--- src/rtl/febjtag_pkg.sv ---
// ---------------------------------------------------------------------------
// febjtag_pkg
// Shared definitions for the front-end-board JTAG sequence generator.
//   state_t    : sequencer FSM states
//   mode_t     : MODE input encodings
//   *_TMS      : TMS patterns for header, trailer and TAP reset. Bit 0 is
//                the value of the first TCK pulse.
//   pat_bit()  : selects one bit of a pattern by a run-time index
// Optional feature macro used by the generator: FEBJTAG_READBACK_EN
// ---------------------------------------------------------------------------
package febjtag_pkg;

    typedef enum logic [2:0] {
        ST_IDLE  = 3'd0,
        ST_HEAD  = 3'd1,
        ST_SHIFT = 3'd2,
        ST_TAIL  = 3'd3,
        ST_TRST  = 3'd4,
        ST_NOP   = 3'd5,
        ST_FIN   = 3'd6
    } state_t;

    typedef enum logic [1:0] {
        MODE_DATA  = 2'd0,
        MODE_INSTR = 2'd1,
        MODE_TRST  = 2'd2,
        MODE_RSVD  = 2'd3
    } mode_t;

    localparam int HDR_LEN  = 5;
    localparam int TRL_LEN  = 2;
    localparam int TRST_LEN = 6;

    // Idle -> Select-DR -> Capture-DR -> Shift-DR sequences, first pulse in bit 0
    localparam logic [HDR_LEN-1:0]  HDR_DATA_TMS  = 5'b00100;
    localparam logic [HDR_LEN-1:0]  HDR_INSTR_TMS = 5'b00110;
    // Update -> Run-Test/Idle
    localparam logic [TRL_LEN-1:0]  TRL_TMS       = 2'b01;
    // Five ones force Test-Logic-Reset from any state, then park in Idle
    localparam logic [TRST_LEN-1:0] TRST_TMS      = 6'b011111;

    // Shift-based select keeps index widths independent of pattern length
    function automatic logic pat_bit(input logic [7:0] pat, input logic [7:0] idx);
        logic [7:0] shifted;
        shifted = pat >> idx;
        return shifted[0];
    endfunction

endpackage

--- src/rtl/febjtag_tck_div.sv ---
// ---------------------------------------------------------------------------
// febjtag_tck_div
// TCK generator: while RUN is high, TCK is TCK_HALF cycles low followed by
// TCK_HALF cycles high, starting low. RUN low parks TCK low and rewinds the
// phase so the next run starts with a full low half-period.
// Ports:
//   CLK   in   block clock
//   RST_B in   asynchronous active-low reset
//   RUN   in   enable pulse generation
//   TCK   out  registered TCK
//   RISE  out  high in the cycle whose closing CLK edge raises TCK
//   FALL  out  high in the cycle whose closing CLK edge lowers TCK
// ---------------------------------------------------------------------------
module febjtag_tck_div #(
    parameter int TCK_HALF = 1
) (
    input  logic CLK,
    input  logic RST_B,
    input  logic RUN,
    output logic TCK,
    output logic RISE,
    output logic FALL
);

    localparam logic [7:0] HALF_LAST = 8'(TCK_HALF - 1);

    logic [7:0] half_cnt;
    logic       tck_q;
    logic       half_end;

    assign half_end = (half_cnt == HALF_LAST);

    // Half-period counter; TCK toggles at the end of every half period
    always_ff @(posedge CLK or negedge RST_B) begin
        if (!RST_B) begin
            half_cnt <= '0;
            tck_q    <= 1'b0;
        end else if (!RUN) begin
            half_cnt <= '0;
            tck_q    <= 1'b0;
        end else if (half_end) begin
            half_cnt <= '0;
            tck_q    <= ~tck_q;
        end else begin
            half_cnt <= half_cnt + 8'd1;
        end
    end

    assign TCK  = tck_q;
    assign RISE = RUN & half_end & ~tck_q;
    assign FALL = RUN & half_end &  tck_q;

endmodule

--- src/rtl/febjtag_gen.sv ---
// ---------------------------------------------------------------------------
// febjtag_gen
// JTAG sequence generator for up to 16 front-end channels sharing TMS/TDI.
// One START runs: optional header -> shift of NBITS+1 bits -> optional
// trailer, or a TAP reset sequence (MODE=2), or an empty operation (MODE=3).
// Ports:
//   CLK, RST_B      clock, asynchronous active-low reset
//   START           request pulse, taken only while BUSY is low
//   MODE[1:0]       0 data, 1 instruction, 2 TAP reset, 3 reserved (no TCK)
//   HEAD, TAIL      emit header / trailer around the shift
//   NBITS           shift length minus one (clamped to MAXLEN-1)
//   SEL[NCH]        channels receiving TCK
//   TDI_DATA        shift-out data, LSB first
//   TDO_IN[NCH]     per-channel TDO
//   TCK[NCH], TMS, TDI  JTAG outputs
//   BUSY, DONE      operation in progress / one-cycle completion pulse
//   TDO_DATA        captured TDO bits
// Optional feature: define FEBJTAG_READBACK_EN to build the TDO capture
// path; without it TDO_DATA is tied to zero and TDO_IN is ignored.
// ---------------------------------------------------------------------------
module febjtag_gen
    import febjtag_pkg::*;
#(
    parameter int NCH      = 5,
    parameter int MAXLEN   = 16,
    parameter int TCK_HALF = 1
) (
    input  logic                        CLK,
    input  logic                        RST_B,
    input  logic                        START,
    input  logic [1:0]                  MODE,
    input  logic                        HEAD,
    input  logic                        TAIL,
    input  logic [$clog2(MAXLEN)-1:0]   NBITS,
    input  logic [NCH-1:0]              SEL,
    input  logic [MAXLEN-1:0]           TDI_DATA,
    input  logic [NCH-1:0]              TDO_IN,
    output logic [NCH-1:0]              TCK,
    output logic                        TMS,
    output logic                        TDI,
    output logic                        BUSY,
    output logic                        DONE,
    output logic [MAXLEN-1:0]           TDO_DATA
);

    // Pulse index must reach MAXLEN-1 and also count the 6-pulse TAP reset
    localparam int STEP_W = ($clog2(MAXLEN) > 3) ? $clog2(MAXLEN) : 3;

    state_t              state;
    state_t              nxt_state;
    state_t              start_state;
    logic [STEP_W-1:0]   step;
    logic [STEP_W-1:0]   nxt_step;
    logic [STEP_W-1:0]   last_idx;
    logic [STEP_W-1:0]   start_lidx;
    logic                pulse_last;
    logic                instr_l;
    logic                tail_l;
    logic [MAXLEN-1:0]   data_l;
    logic [NCH-1:0]      sel_l;
    logic                tms_q;
    logic                tdi_q;
    logic                busy_q;
    logic                done_q;
    logic                run_q;
    logic                start_armed;
    logic                accept;
    logic                tck_int;
    logic                rise;
    logic                fall;

    // TMS value for pulse idx of a pulse-emitting state
    function automatic logic pulse_tms(input state_t st, input logic [STEP_W-1:0] idx,
                                       input logic instr, input logic tail,
                                       input logic [STEP_W-1:0] lidx);
        logic v;
        v = 1'b0;
        case (st)
            ST_HEAD:  v = instr ? pat_bit(8'(HDR_INSTR_TMS), 8'(idx))
                                : pat_bit(8'(HDR_DATA_TMS), 8'(idx));
            ST_SHIFT: v = (idx == lidx) ? tail : 1'b0;
            ST_TAIL:  v = pat_bit(8'(TRL_TMS), 8'(idx));
            ST_TRST:  v = pat_bit(8'(TRST_TMS), 8'(idx));
            default:  v = 1'b0;
        endcase
        return v;
    endfunction

    // TDI carries data only during the shift; everything else drives zero
    function automatic logic pulse_tdi(input state_t st, input logic [STEP_W-1:0] idx,
                                       input logic [MAXLEN-1:0] data);
        logic [MAXLEN-1:0] shifted;
        shifted = data >> idx;
        return (st == ST_SHIFT) ? shifted[0] : 1'b0;
    endfunction

    febjtag_tck_div #(
        .TCK_HALF (TCK_HALF)
    ) u_tck_div (
        .CLK   (CLK),
        .RST_B (RST_B),
        .RUN   (run_q),
        .TCK   (tck_int),
        .RISE  (rise),
        .FALL  (fall)
    );

    // start_armed blocks a START on the first edge after reset release
    assign accept = START & start_armed & ~busy_q;

    // First state and clamped shift length for a request being accepted
    always_comb begin
        if (int'(NBITS) >= MAXLEN - 1) begin
            start_lidx = STEP_W'(MAXLEN - 1);
        end else begin
            start_lidx = STEP_W'(NBITS);
        end
        if (MODE == MODE_TRST) begin
            start_state = ST_TRST;
        end else if (MODE == MODE_RSVD) begin
            start_state = ST_NOP;
        end else if (HEAD) begin
            start_state = ST_HEAD;
        end else begin
            start_state = ST_SHIFT;
        end
    end

    // Where the sequencer goes after the current pulse finishes
    always_comb begin
        pulse_last = 1'b0;
        nxt_state  = state;
        case (state)
            ST_HEAD: begin
                if (step == STEP_W'(HDR_LEN - 1)) begin
                    pulse_last = 1'b1;
                    nxt_state  = ST_SHIFT;
                end
            end
            ST_SHIFT: begin
                if (step == last_idx) begin
                    pulse_last = 1'b1;
                    nxt_state  = tail_l ? ST_TAIL : ST_FIN;
                end
            end
            ST_TAIL: begin
                if (step == STEP_W'(TRL_LEN - 1)) begin
                    pulse_last = 1'b1;
                    nxt_state  = ST_FIN;
                end
            end
            ST_TRST: begin
                if (step == STEP_W'(TRST_LEN - 1)) begin
                    pulse_last = 1'b1;
                    nxt_state  = ST_FIN;
                end
            end
            default: begin
            end
        endcase
        nxt_step = pulse_last ? '0 : step + 1'b1;
    end

    // Sequencer. TMS/TDI are updated on the edge that drops TCK, so they
    // only change while TCK is low. The last falling edge lands in FIN,
    // which is the DONE cycle; FIN is not busy and can accept a new START.
    always_ff @(posedge CLK or negedge RST_B) begin
        if (!RST_B) begin
            state       <= ST_IDLE;
            step        <= '0;
            last_idx    <= '0;
            instr_l     <= 1'b0;
            tail_l      <= 1'b0;
            data_l      <= '0;
            sel_l       <= '0;
            tms_q       <= 1'b0;
            tdi_q       <= 1'b0;
            busy_q      <= 1'b0;
            done_q      <= 1'b0;
            run_q       <= 1'b0;
            start_armed <= 1'b0;
        end else begin
            start_armed <= 1'b1;
            done_q      <= 1'b0;
            if (accept) begin
                state    <= start_state;
                step     <= '0;
                last_idx <= start_lidx;
                instr_l  <= (MODE == MODE_INSTR);
                tail_l   <= TAIL;
                data_l   <= TDI_DATA;
                sel_l    <= SEL;
                busy_q   <= 1'b1;
                run_q    <= (start_state != ST_NOP);
                tms_q    <= pulse_tms(start_state, '0, (MODE == MODE_INSTR), TAIL, start_lidx);
                tdi_q    <= pulse_tdi(start_state, '0, TDI_DATA);
            end else begin
                case (state)
                    ST_FIN: begin
                        state <= ST_IDLE;
                    end
                    ST_NOP: begin
                        state  <= ST_FIN;
                        busy_q <= 1'b0;
                        done_q <= 1'b1;
                    end
                    ST_HEAD, ST_SHIFT, ST_TAIL, ST_TRST: begin
                        if (fall) begin
                            state <= nxt_state;
                            step  <= nxt_step;
                            if (nxt_state == ST_FIN) begin
                                run_q  <= 1'b0;
                                busy_q <= 1'b0;
                                done_q <= 1'b1;
                                tms_q  <= 1'b0;
                                tdi_q  <= 1'b0;
                            end else begin
                                tms_q <= pulse_tms(nxt_state, nxt_step, instr_l, tail_l, last_idx);
                                tdi_q <= pulse_tdi(nxt_state, nxt_step, data_l);
                            end
                        end
                    end
                    default: begin
                    end
                endcase
            end
        end
    end

    assign TCK  = {NCH{tck_int}} & sel_l;
    assign TMS  = tms_q;
    assign TDI  = tdi_q;
    assign BUSY = busy_q;
    assign DONE = done_q;

`ifdef FEBJTAG_READBACK_EN
    logic              tdo_bit;
    logic [MAXLEN-1:0] start_keep;
    logic [MAXLEN-1:0] tdo_q;

    // Lowest-indexed selected channel drives the capture; no selection reads 0
    always_comb begin
        tdo_bit = 1'b0;
        for (int i = NCH - 1; i >= 0; i--) begin
            if (sel_l[i]) begin
                tdo_bit = TDO_IN[i];
            end
        end
    end

    // Bits 0..start_lidx survive the START clear; they are rewritten by the shift
    assign start_keep = (MAXLEN'(2) << start_lidx) - MAXLEN'(1);

    // Capture on the CLK edge that raises TCK, shift phase only
    always_ff @(posedge CLK or negedge RST_B) begin
        if (!RST_B) begin
            tdo_q <= '0;
        end else if (accept) begin
            tdo_q <= tdo_q & start_keep;
        end else if (state == ST_SHIFT && rise) begin
            tdo_q <= (tdo_q & ~(MAXLEN'(1) << step)) | (MAXLEN'(tdo_bit) << step);
        end
    end

    assign TDO_DATA = tdo_q;
`else
    logic unused_readback;
    assign unused_readback = ^{TDO_IN, rise};
    assign TDO_DATA = '0;
`endif

endmodule
--- config.mk ---
export PLATFORM = sky130hd
export DESIGN_NAME = febjtag_gen
export DESIGN_NICKNAME = d
export VERILOG_FILES = /design/src/rtl/febjtag_pkg.sv /design/src/rtl/febjtag_tck_div.sv /design/src/rtl/febjtag_gen.sv
export SDC_FILE = /design/constraint.sdc
export NUM_CORES = 1
export LEC_CHECK = 0
export BUFFER_PORTS_ARGS = -buffer_cell sky130_fd_sc_hd__buf_2
export CELL_PAD_IN_SITES_DETAIL_PLACEMENT = 0
export CELL_PAD_IN_SITES_GLOBAL_PLACEMENT = 1
export CORE_ASPECT_RATIO = 1.1
export CORE_MARGIN = 3
export CORE_UTILIZATION = 44
export CTS_CLUSTER_DIAMETER = 80
export CTS_CLUSTER_SIZE = 28
export DETAILED_ROUTE_END_ITERATION = 8
export GPL_ROUTABILITY_DRIVEN = 0
export PLACE_DENSITY_LB_ADDON = 0.1
export SLEW_MARGIN = 10
export SYNTH_ARGS = -nofsm -noshare
export SYNTH_HDL_FRONTEND = slang
export SYNTH_SLANG_ARGS = --single-unit
--- constraint.sdc ---
create_clock -name CLK -period 4.25 [get_ports CLK]
set_input_delay 0.425 -clock CLK [delete_from_list [all_inputs] [get_ports CLK]]
set_output_delay 0.425 -clock CLK [all_outputs]
set_load 0.02 [all_outputs]
# Yosys cells after proc, flatten, opt, wreduce, memory -nomap -nowiden
# Cells that the tools add are included.
# classes
n_addsub	2
n_lt_le_gt_ge	1
eq_ne	26
n_shift	5
n_mux	51
bitwise_logic	7
n_reduce_logical	13
# op_table
op	count
2-to-1 mux 1 bit	27
2-to-1 mux 3 bit	9
2-to-1 mux 4 bit	5
== test 3 x 2 -> 1 bit, second input constant	6
== test 3 bit, second input constant	6
2-to-1 mux 8 bit	2
>> shifter 16 x 4 -> 1 bit	1
case mux 3 bit (4 select lines)	1
!= test 3 bit, second input constant	3
case mux 3 bit (3 select lines)	1
adder 8 x 1 -> 8 bit, second input constant	1
== test 4 x 3 -> 1 bit, second input constant	2
== test 4 bit	2
logical NOT 8 bit	1
case mux 1 bit (4 select lines)	2
>> shifter 3 x 4 -> 1 bit, first input constant	2
== test 3 x 1 -> 1 bit, second input constant	2
case mux 1 bit (2 select lines)	3
AND reduction 3 bit	2
nonzero test 2 bit	3
AND 5 bit	1
>> shifter 5 x 4 -> 1 bit, first input constant	1
adder 4 x 1 -> 4 bit, second input constant	1
AND 1 bit	4
14 further kinds	17
# totals
regBits	49
inputBits	37
output_inout_bits	25
wordCells	120

# Depth between registers and ports, before layout
# Gate-level depths: netlist of the first run.
# depth
word_depth	11
ltp_mapped	10
ltp_nobuf	8

# Hierarchy
# A second synthesis of the first run with hierarchy kept.
# hier_totals
cells_unflattened	354
hier_area_um2	2951.6
# by_module_without_submodules
module	instances	cells_each	area_per_inst_um2	seq_area_each_um2
febjtag_gen	1	306	2501.1	1001.0
febjtag_tck_div	1	48	450.4	225.2

# Worst setup path after synthesis of the first run
# OpenSTA, ideal clock, no wires.
# synth_path
path_kind	reg2reg
start	reg step[0]
end	reg tms_q, in the netlist TMS
setup_ns	0.141
arrival_time_ns	2.149
required_time_ns	4.109
slack_ns	1.961
path_stages_with_launch	11
path_buffers	2
period_less_slack_ns	2.289
path_cell_list	dfrtp_1 > buf_6 > inv_1 > ha_1 > and3b_1 > o21ai_1 > o211ai_2 > buf_4 > a2111oi_0 > a211o_1 > a221oi_2
# synth_between
elab_chain_cells	11
elab_cells_between_ends	33
cone_classes	add/sub (1); eq/ne (10); shift (4); mux (18)
# synth_rtl
element	line_no	rtl
start, declared	febjtag_gen.sv:52	logic [STEP_W-1:0] step;
start signal, assigned	febjtag_gen.sv:210	step <= nxt_step;
== test 4 x 3 -> 1 bit, or another cell as far along	febjtag_gen.sv:153	if (step == STEP_W'(TRST_LEN - 1)) begin
2-to-1 mux 1 bit (on tied branches)	--	
case mux 1 bit (4 select lines)	febjtag_gen.sv:133	case (state)
2-to-1 mux 4 bit	febjtag_gen.sv:161	nxt_step = pulse_last ? '0 : step + 1'b1;
>> shifter 3 x 4 -> 1 bit / == test 4 bit (equally long branches)	febjtag_pkg.sv:45, febjtag_gen.sv:81	
2-to-1 mux 1 bit (on tied branches)	febjtag_gen.sv:79, febjtag_gen.sv:81	
case mux 1 bit (4 select lines)	febjtag_gen.sv:78	case (st)
2-to-1 mux 1 bit *	febjtag_gen.sv:211	if (nxt_state == ST_FIN) begin
2-to-1 mux 1 bit *	febjtag_gen.sv:208	if (fall) begin
2-to-1 mux 1 bit *	febjtag_gen.sv:198	case (state)
2-to-1 mux 1 bit *	febjtag_gen.sv:185	if (accept) begin
end signal, assigned	febjtag_gen.sv:195	tms_q <= pulse_tms(start_state, '0, (MODE == MODE_INSTR), TAIL, start_lidx);
end signal, assigned	febjtag_gen.sv:218	tms_q <= pulse_tms(nxt_state, nxt_step, instr_l, tail_l, last_idx);
end, declared	febjtag_gen.sv:61	logic tms_q;
# Every way passes the cells marked *; elsewhere a longest branch is shown, timed or not. The select of a mux whose other input is x is not followed.
# A chain may end at the register's enable or synchronous reset.

# Worst setup path after layout of the first run
# layout_path
start	reg step[1]
end	reg tdi_q, in the netlist TDI
# layout_between
elab_chain_cells	10
elab_cells_between_ends	24
cone_classes	add/sub (1); eq/ne (6); shift (1); mux (16)
# layout_rtl
element	line_no	rtl
== test 4 x 3 -> 1 bit, or another cell as far along	febjtag_gen.sv:153	
2-to-1 mux 1 bit (on tied branches)	--	
case mux 1 bit (4 select lines)	febjtag_gen.sv:133	
2-to-1 mux 4 bit	febjtag_gen.sv:161	
>> shifter 16 x 4 -> 1 bit	febjtag_gen.sv:93	shifted = data >> idx;
2-to-1 mux 1 bit	febjtag_gen.sv:94	return (st == ST_SHIFT) ? shifted[0] : 1'b0;
2-to-1 mux 1 bit *	febjtag_gen.sv:211	
2-to-1 mux 1 bit *	febjtag_gen.sv:208	
2-to-1 mux 1 bit *	febjtag_gen.sv:198	
2-to-1 mux 1 bit *	febjtag_gen.sv:185	
end signal, assigned	febjtag_gen.sv:196	tdi_q <= pulse_tdi(start_state, '0, TDI_DATA);
end signal, assigned	febjtag_gen.sv:219	tdi_q <= pulse_tdi(nxt_state, nxt_step, data_l);
end, declared	febjtag_gen.sv:62	logic tdi_q;
# Marked as above.

==> results of run 1 <==
layout by cell type, fill, tap and decap left out, types with 8 or more instances in the layout:
| cell | synthesis | final |
|---|---|---|
| a21oi_1 | 12 | 12 |
| and2_1 | 8 | 8 |
| buf_2 | 4 | 40 |
| conb_1 | 2 | 17 |
| dfrtp_1 | 49 | 49 |
| inv_1 | 11 | 11 |
| nand2_1 | 87 | 87 |
| nand3_1 | 9 | 9 |
| nor2_1 | 24 | 23 |
| xor2_1 | 12 | 12 |
registers in the layout, indices dropped and copies added (netlist names):
name and flops:
BUSY 1, DONE 1, TDI 1, TMS 1, data_l 16, instr_l 1
last_idx 4, run_q 1, sel_l 5, start_armed 1, state 3, step 4
tail_l 1, u_tck_div.TCK 1, u_tck_div.half_cnt 8
per-stage QoR:
step | instances | instance area [um^2] | utilization, % | hold slack [ns]
5_1_grt | 461 | 3252 | 50.96 | 0.2705
3_3_place_gp | 453 | 3156 | 49.45 | 0.4506
3_5_place_dp | 453 | 3156 | 49.45 | 0.4541
4_1_cts | 461 | 3252 | 50.96 | 0.2455
6_report | 461 | 3252 | 50.96 | 0.2132
2_1_floorplan | 365 | 3049 | - | 0.1294
path summary, 6_finish.rpt:
kind / from / end / slack (ns) / cells after the start
min in group CLK: TDI_DATA[14] / data_l[14] / 0.30 / 3
min reg2reg: sel_l[3] / sel_l[3] / 0.47 / 2
max: step[1] / TDI / 1.44 / 8
min: RST_B / u_tck_div.half_cnt[2] / 0.21 / 2
max reg2reg: step[1] / TDI / 1.44 / 8
max in group asynchronous: RST_B / data_l[2] / 3.61 / 2
cells by family (layout without fill, tap and decap cells):
kind of cell    count (synthesis)  after routing
simple gates                  167            167
compound gates                 57             57
flops                          49             49
buf+inv                        47             63
xor+xnor                       17             17
mux                             6              6
fa+ha+maj                       5              5
other cells                     2             17
power groups by stage:
| stage | clock (mW) | combinational [mW] | sequential (mW) |
|---|---|---|---|
| 6_report | 0.299 | 0.0407 | 0.467 |
| 3_5_place_dp | 0 | 0.0412 | 0.476 |
| 4_1_cts | 0.311 | 0.0414 | 0.467 |
| 5_1_grt | 0.332 | 0.0461 | 0.467 |
| 2_1_floorplan | 0 | 0.0265 | 0.476 |
| 3_3_place_gp | 0 | 0.0411 | 0.476 |
layer usage:
metal	up-vias	part of all wire, %	GRT usage, %	wire, um
met5	-	0	0	0
met4	0	0.98	4.485	66
met3	7	3.3	2.758	220
met2	48	48	30.03	3253
met1	1170	47	24.87	3183
li1	1223	-	-	-
layout make-up:
type / count / area, um^2
fillers: 648 / 3129
multi-input cells: 269 / 1558
flip-flops and latches: 49 / 1226
repair buffers: 44 / 230.2
well taps: 80 / 100.1
clock buffers: 6 / 82.58
inverters: 11 / 41.29
clock inverters: 2 / 13.76
==> results_dict.tcl, run 1 <==
set metrics [dict create \
    status "complete, no violations" \
    syn-instance-count 350 \
    yosys.area_share.adder_pct 2.090 \
    synth_area_leaders "dfrtp_1 (41%), nand2_1 (11%), buf_4 (4.3%)" \
    cts.clk_slew.worst_paths_ns 0.10 \
    die_area_mm2 0.007829 \
    routed_wl_mm 6.724 \
    slew_headroom_pct 51.11 \
    cp.arrival_ns 3.00 \
    htreeDepth 2 \
    drv_slew 0 \
    grt_pass1_vias 2340 \
    hold_violations 0 \
    path_cells "inv_1 -> ha_1 -> and3b_1 -> o21ai_1 -> o211ai_2 -> mux2_2 -> a221oi_1 -> o21ai_1" \
    cts_inserted_buffers 5 \
    holdBufCountCts 0 \
    dpl_worst_slack_ns 1.434 \
    ios 62 \
    ys_types 55 \
    rows 30 \
    crit_fanout 11 \
    dp_hpwl_mm 4.817 \
    p_leak_nw 1.626 \
    slowest_delay_ns 0.54 \
    die_w_um 84.64 \
    synth.most_common_cell "nand2_1" \
    post_cts_resized 0 \
    insertion_delay_ns 0.30 \
    synth_top_area_share_pct 40.97 \
    dr_total_vias 2448 \
    synthXorXnorAreaFrac_pct 4.975 \
    synth_edf_count 0 \
    setup_viol 0 \
    cts_setup_buffers 0 \
    drt_drc_violations_left 0 \
    portBuffers 40 \
    synth_top_family_by_area "simple AND/OR/NAND/NOR gates" \
    synthTopCellsByCount "nand2_1 (87), dfrtp_1 (49), nor2_1 (24)" \
    grt_util_all_layers_pct 18.13 \
    antenna_found_initial 0 \
    ys_seq_elements 49 \
    clock.fmax_mhz 356.2 \
    fp.coreArea_mm2 0.006381 \
    power_mw 0.8061 \
    yosysWarnings 0 \
    holdCritPathClass "primary input to async pin" \
    async_flop_share_pct 100.0 \
    synth.largest_area_cell "dfrtp_1" \
    required_ns 4.44 \
    wire_per_inst_um 14.59 \
    rsz0062_at_grt "no" \
    ys.flop_type "dfrtp_1" \
    clock_sinks 49 \
    maxCapViolCount 0 \
    vdd_ir_drop_max_mv 0.1931 \
    crit_path_frequent_cell "o21ai_1" \
    setup_ws_ns 1.442 \
    worstSetupEndpointType "flip-flop" \
    p_seq_share_pct 57.9 \
    cts_tree "yes" \
    period_share_pct 66.07 \
    ys_seq_area_share_pct 40.97 \
    first_iter_violations 125 \
    fin_nets 422 \
    die_h_um 92.50 \
    start_util_pct 46.90 \
    gr-total-overflow 0 \
    final.setup.tns_ns 0 \
    syn_area_mm2 0.002993 \
    n_antenna_cell 0 \
    worst_pin_slew_ns 0.7309 \
    intPower_mw 0.6105 \
    slowest_stage "dfrtp_1" \
    skew_ns 0.004171 \
    sw_frac_of_total_pct 24.26 \
    clockPowerShare_pct 37.1 \
    share_comb_of_total_power_pct 5.0 \
    synth-compound-area-share_pct 14.05 \
    postRouteAntennaNets 0 \
    viasPerCell 5.310 \
    drt_pass1_iterations 4 \
    cp_top_family "compound AO/OA/AOI/OAI gates" \
    clock_path_buffers 2 \
    grt_pass1_wl_mm 11.54 \
    grt_max_degree 50 \
    synthMuxAreaShare_pct 2.885 \
    power_switching_mw 0.1956 \
    final_layout_size_suffix_gt1_share_pct 16.01 \
    power.density_mw_per_mm2 247.9 \
    period_needed_ns 2.808 \
    path_class "flip-flop to flip-flop" \
    synthSimpleGateAreaFrac_pct 25.84 \
    synth_area_per_cell_um2 8.551 \
    startpoint_type "flip-flop" \
    critical_path_buf_inv_count 1 \
    area.growth.synth_to_final_pct 8.654 \
    cts-root-buf "clkbuf_8" \
]
(Power assumes the default switching activity.)
==> inputs of run 2 (changes only) <==
--- a/config.mk
+++ b/config.mk
@@ -10,7 +10,7 @@
 export CELL_PAD_IN_SITES_GLOBAL_PLACEMENT = 1
 export CORE_ASPECT_RATIO = 1.1
 export CORE_MARGIN = 3
-export CORE_UTILIZATION = 44
+export CORE_UTILIZATION = 41
 export CTS_CLUSTER_DIAMETER = 80
 export CTS_CLUSTER_SIZE = 28
 export DETAILED_ROUTE_END_ITERATION = 8
==> constraint.sdc (replaced) <==
create_clock -name CLK -period 2.9 [get_ports CLK]
set_input_delay 0.29 -clock CLK [delete_from_list [all_inputs] [get_ports CLK]]
set_output_delay 0.29 -clock CLK [all_outputs]
set_load 0.02 [all_outputs]
==> run 2 against run 1 <==
Net effect: maximum frequency grew 6.8%; sequential power grew 46%; power grew 42%; critical path type unchanged; clock skew grew 0.0021 ns; core utilization shrank 4.1 points; critical path depth shrank 1; combinational power grew 47%.
==> results_dict.tcl, run 2 (synthesis gave the netlist of run 1 again) <==
set metrics [dict create \
    status "complete, no violations" \
    drt_drc_violations_left 0 \
    largest_reg_flops 16 \
    post_cts_resized 0 \
    r2r_slack_ns 0.27 \
    gr-total-overflow 0 \
    final_layout_size_suffix_gt1_share_pct 17.27 \
    insertion_delay_ns 0.31 \
    antenna_found_initial 0 \
    cts.clk_slew.worst_paths_ns 0.09 \
    clock_path_buffers 2 \
    rr_worst_depth 7 \
    holdCritPathClass "primary input to async pin" \
    slowest_stage "dfrtp_1" \
    regMostFlops "data_l" \
    critical_path_buf_inv_count 0 \
    postRouteAntennaNets 0 \
    drt_pass1_iterations 4 \
    cts_setup_buffers 0 \
    wire_per_inst_um 14.94 \
    dp_hpwl_mm 5.182 \
    hold_violations 0 \
    viasPerCell 5.249 \
    slowest_delay_ns 0.60 \
    share_comb_of_total_power_pct 5.2 \
    area.growth.synth_to_final_pct 10.37 \
    ios 62 \
    slew_headroom_pct 58.15 \
    startpoint_type "flip-flop" \
    holdBufCountCts 0 \
    power_mw 1.148 \
    n_antenna_cell 0 \
    whs_ns 0.07267 \
    die_h_um 95.61 \
    grt_pass1_wl_mm 12.28 \
    worst_pin_slew_ns 0.6277 \
    intPower_mw 0.8684 \
    skew_ns 0.006234 \
    htreeDepth 2 \
    dr_total_vias 2483 \
    vdd_ir_drop_max_mv 0.2123 \
    dp_cells 466 \
    r2r_end "TMS" \
    cts_inserted_buffers 5 \
    final.setup.tns_ns 0 \
    final_common_cell "nand2_1" \
    final_cell_mix "nand2_1 (87), dfrtp_1 (49), buf_2 (40)" \
    sw_frac_of_total_pct 24.35 \
    power.density_mw_per_mm2 347.5 \
    portBuffers 40 \
    period_share_pct 90.68 \
    maxCapViolCount 0 \
    cts_tree "yes" \
    r2r-start "step[0]" \
    path_cells "ha_1 -> nor4bb_1 -> nand3_1 -> o211ai_1 -> a221oi_1 -> a211o_1 -> a221oi_2" \
    cts-root-buf "clkbuf_8" \
    fin_cells 473 \
    worstSetupEndpointType "flip-flop" \
    path_class "flip-flop to flip-flop" \
    reg_top3 "data_l: 16 flops, u_tck_div.half_cnt: 8 flops, sel_l: 5 flops" \
    die_area_mm2 0.008362 \
    start_util_pct 42.47 \
    die_w_um 87.46 \
    grt_pass1_vias 2431 \
    rsz0062_at_grt "no" \
    clockPowerShare_pct 35.2 \
    cp.arrival_ns 2.86 \
    grt_util_all_layers_pct 18.61 \
    final.fill_count 717 \
    cp_top_family "compound AO/OA/AOI/OAI gates" \
    drv_slew 0 \
    p_seq_share_pct 59.6 \
    period_needed_ns 2.630 \
    fp.coreArea_mm2 0.007047 \
    power_switching_mw 0.2796 \
    first_iter_violations 180 \
    routed_wl_mm 7.068 \
    p_leak_nw 1.654 \
    setup_viol 0 \
    required_ns 3.13 \
    clock_sinks 49 \
    crit_fanout 10 \
    fin_nets 430 \
    grt_max_degree 50 \
    rows 32 \
    clock.fmax_mhz 380.3 \
]
run 2: changes by cell type in the layout (fill, tap and decap cells not counted):
cell / delta
buf_4: +8
clkbuf_1: +1
clkbuf_8: -1
clkinv_2: -1
run 2: worst max path at each step:
stage,startpoint,end,slack (ns),cells after the start
2_1_floorplan,step[0],TMS,0.61,10
3_3_place_gp,step[0],TDI,0.28,7
3_5_place_dp,step[0],TDI,0.28,7
4_1_cts,step[0],TDI,0.26,7
5_1_grt,step[0],TMS,0.04,9
6_report,step[0],TMS,0.27,7
run 2: power groups by stage:
stage / Sequential [mW] / Clock [mW] / Combinational [mW]
after floorplan: 0.697 / 0 / 0.0389
after global placement: 0.697 / 0 / 0.0607
after detailed placement: 0.697 / 0 / 0.0612
after CTS: 0.684 / 0.418 / 0.0614
after global routing: 0.684 / 0.445 / 0.0686
final: 0.684 / 0.405 / 0.0597
run 2: per-layer routing:
metal  GRT usage, %  wire length (um)  share of wire (%)  vias to the layer above
met5              0                 0                  0                        -
met4          3.836                63               0.89                        0
met3          3.198               339                4.8                        7
met2          31.03              3522                 50                       56
met1          25.34              3143                 44                     1186
li1               -                 -                  -                     1234
run 2: metrics by stage:
step | instance area (um^2) | utilization (%) | setup slack [ns]
global route | 3303 | 46.88 | 0.03865
floorplan | 3049 | - | 0.6108
detailed placement | 3222 | 45.72 | 0.2832
finish | 3303 | 46.88 | 0.2703
global placement | 3222 | 45.72 | 0.2806
CTS | 3303 | 46.88 | 0.2569
run 2: cell type report:
class                      count  area [um^2]  area share [%]
clock buffer                   6        72.57           2.197
clock inverter                 1        8.758          0.2652
inverter                      11        41.29           1.250
multi-input combinational    269         1558           47.16
sequential                    49         1226           37.12
tap                           85        106.4           3.220
timing repair buffer          52        290.3           8.788
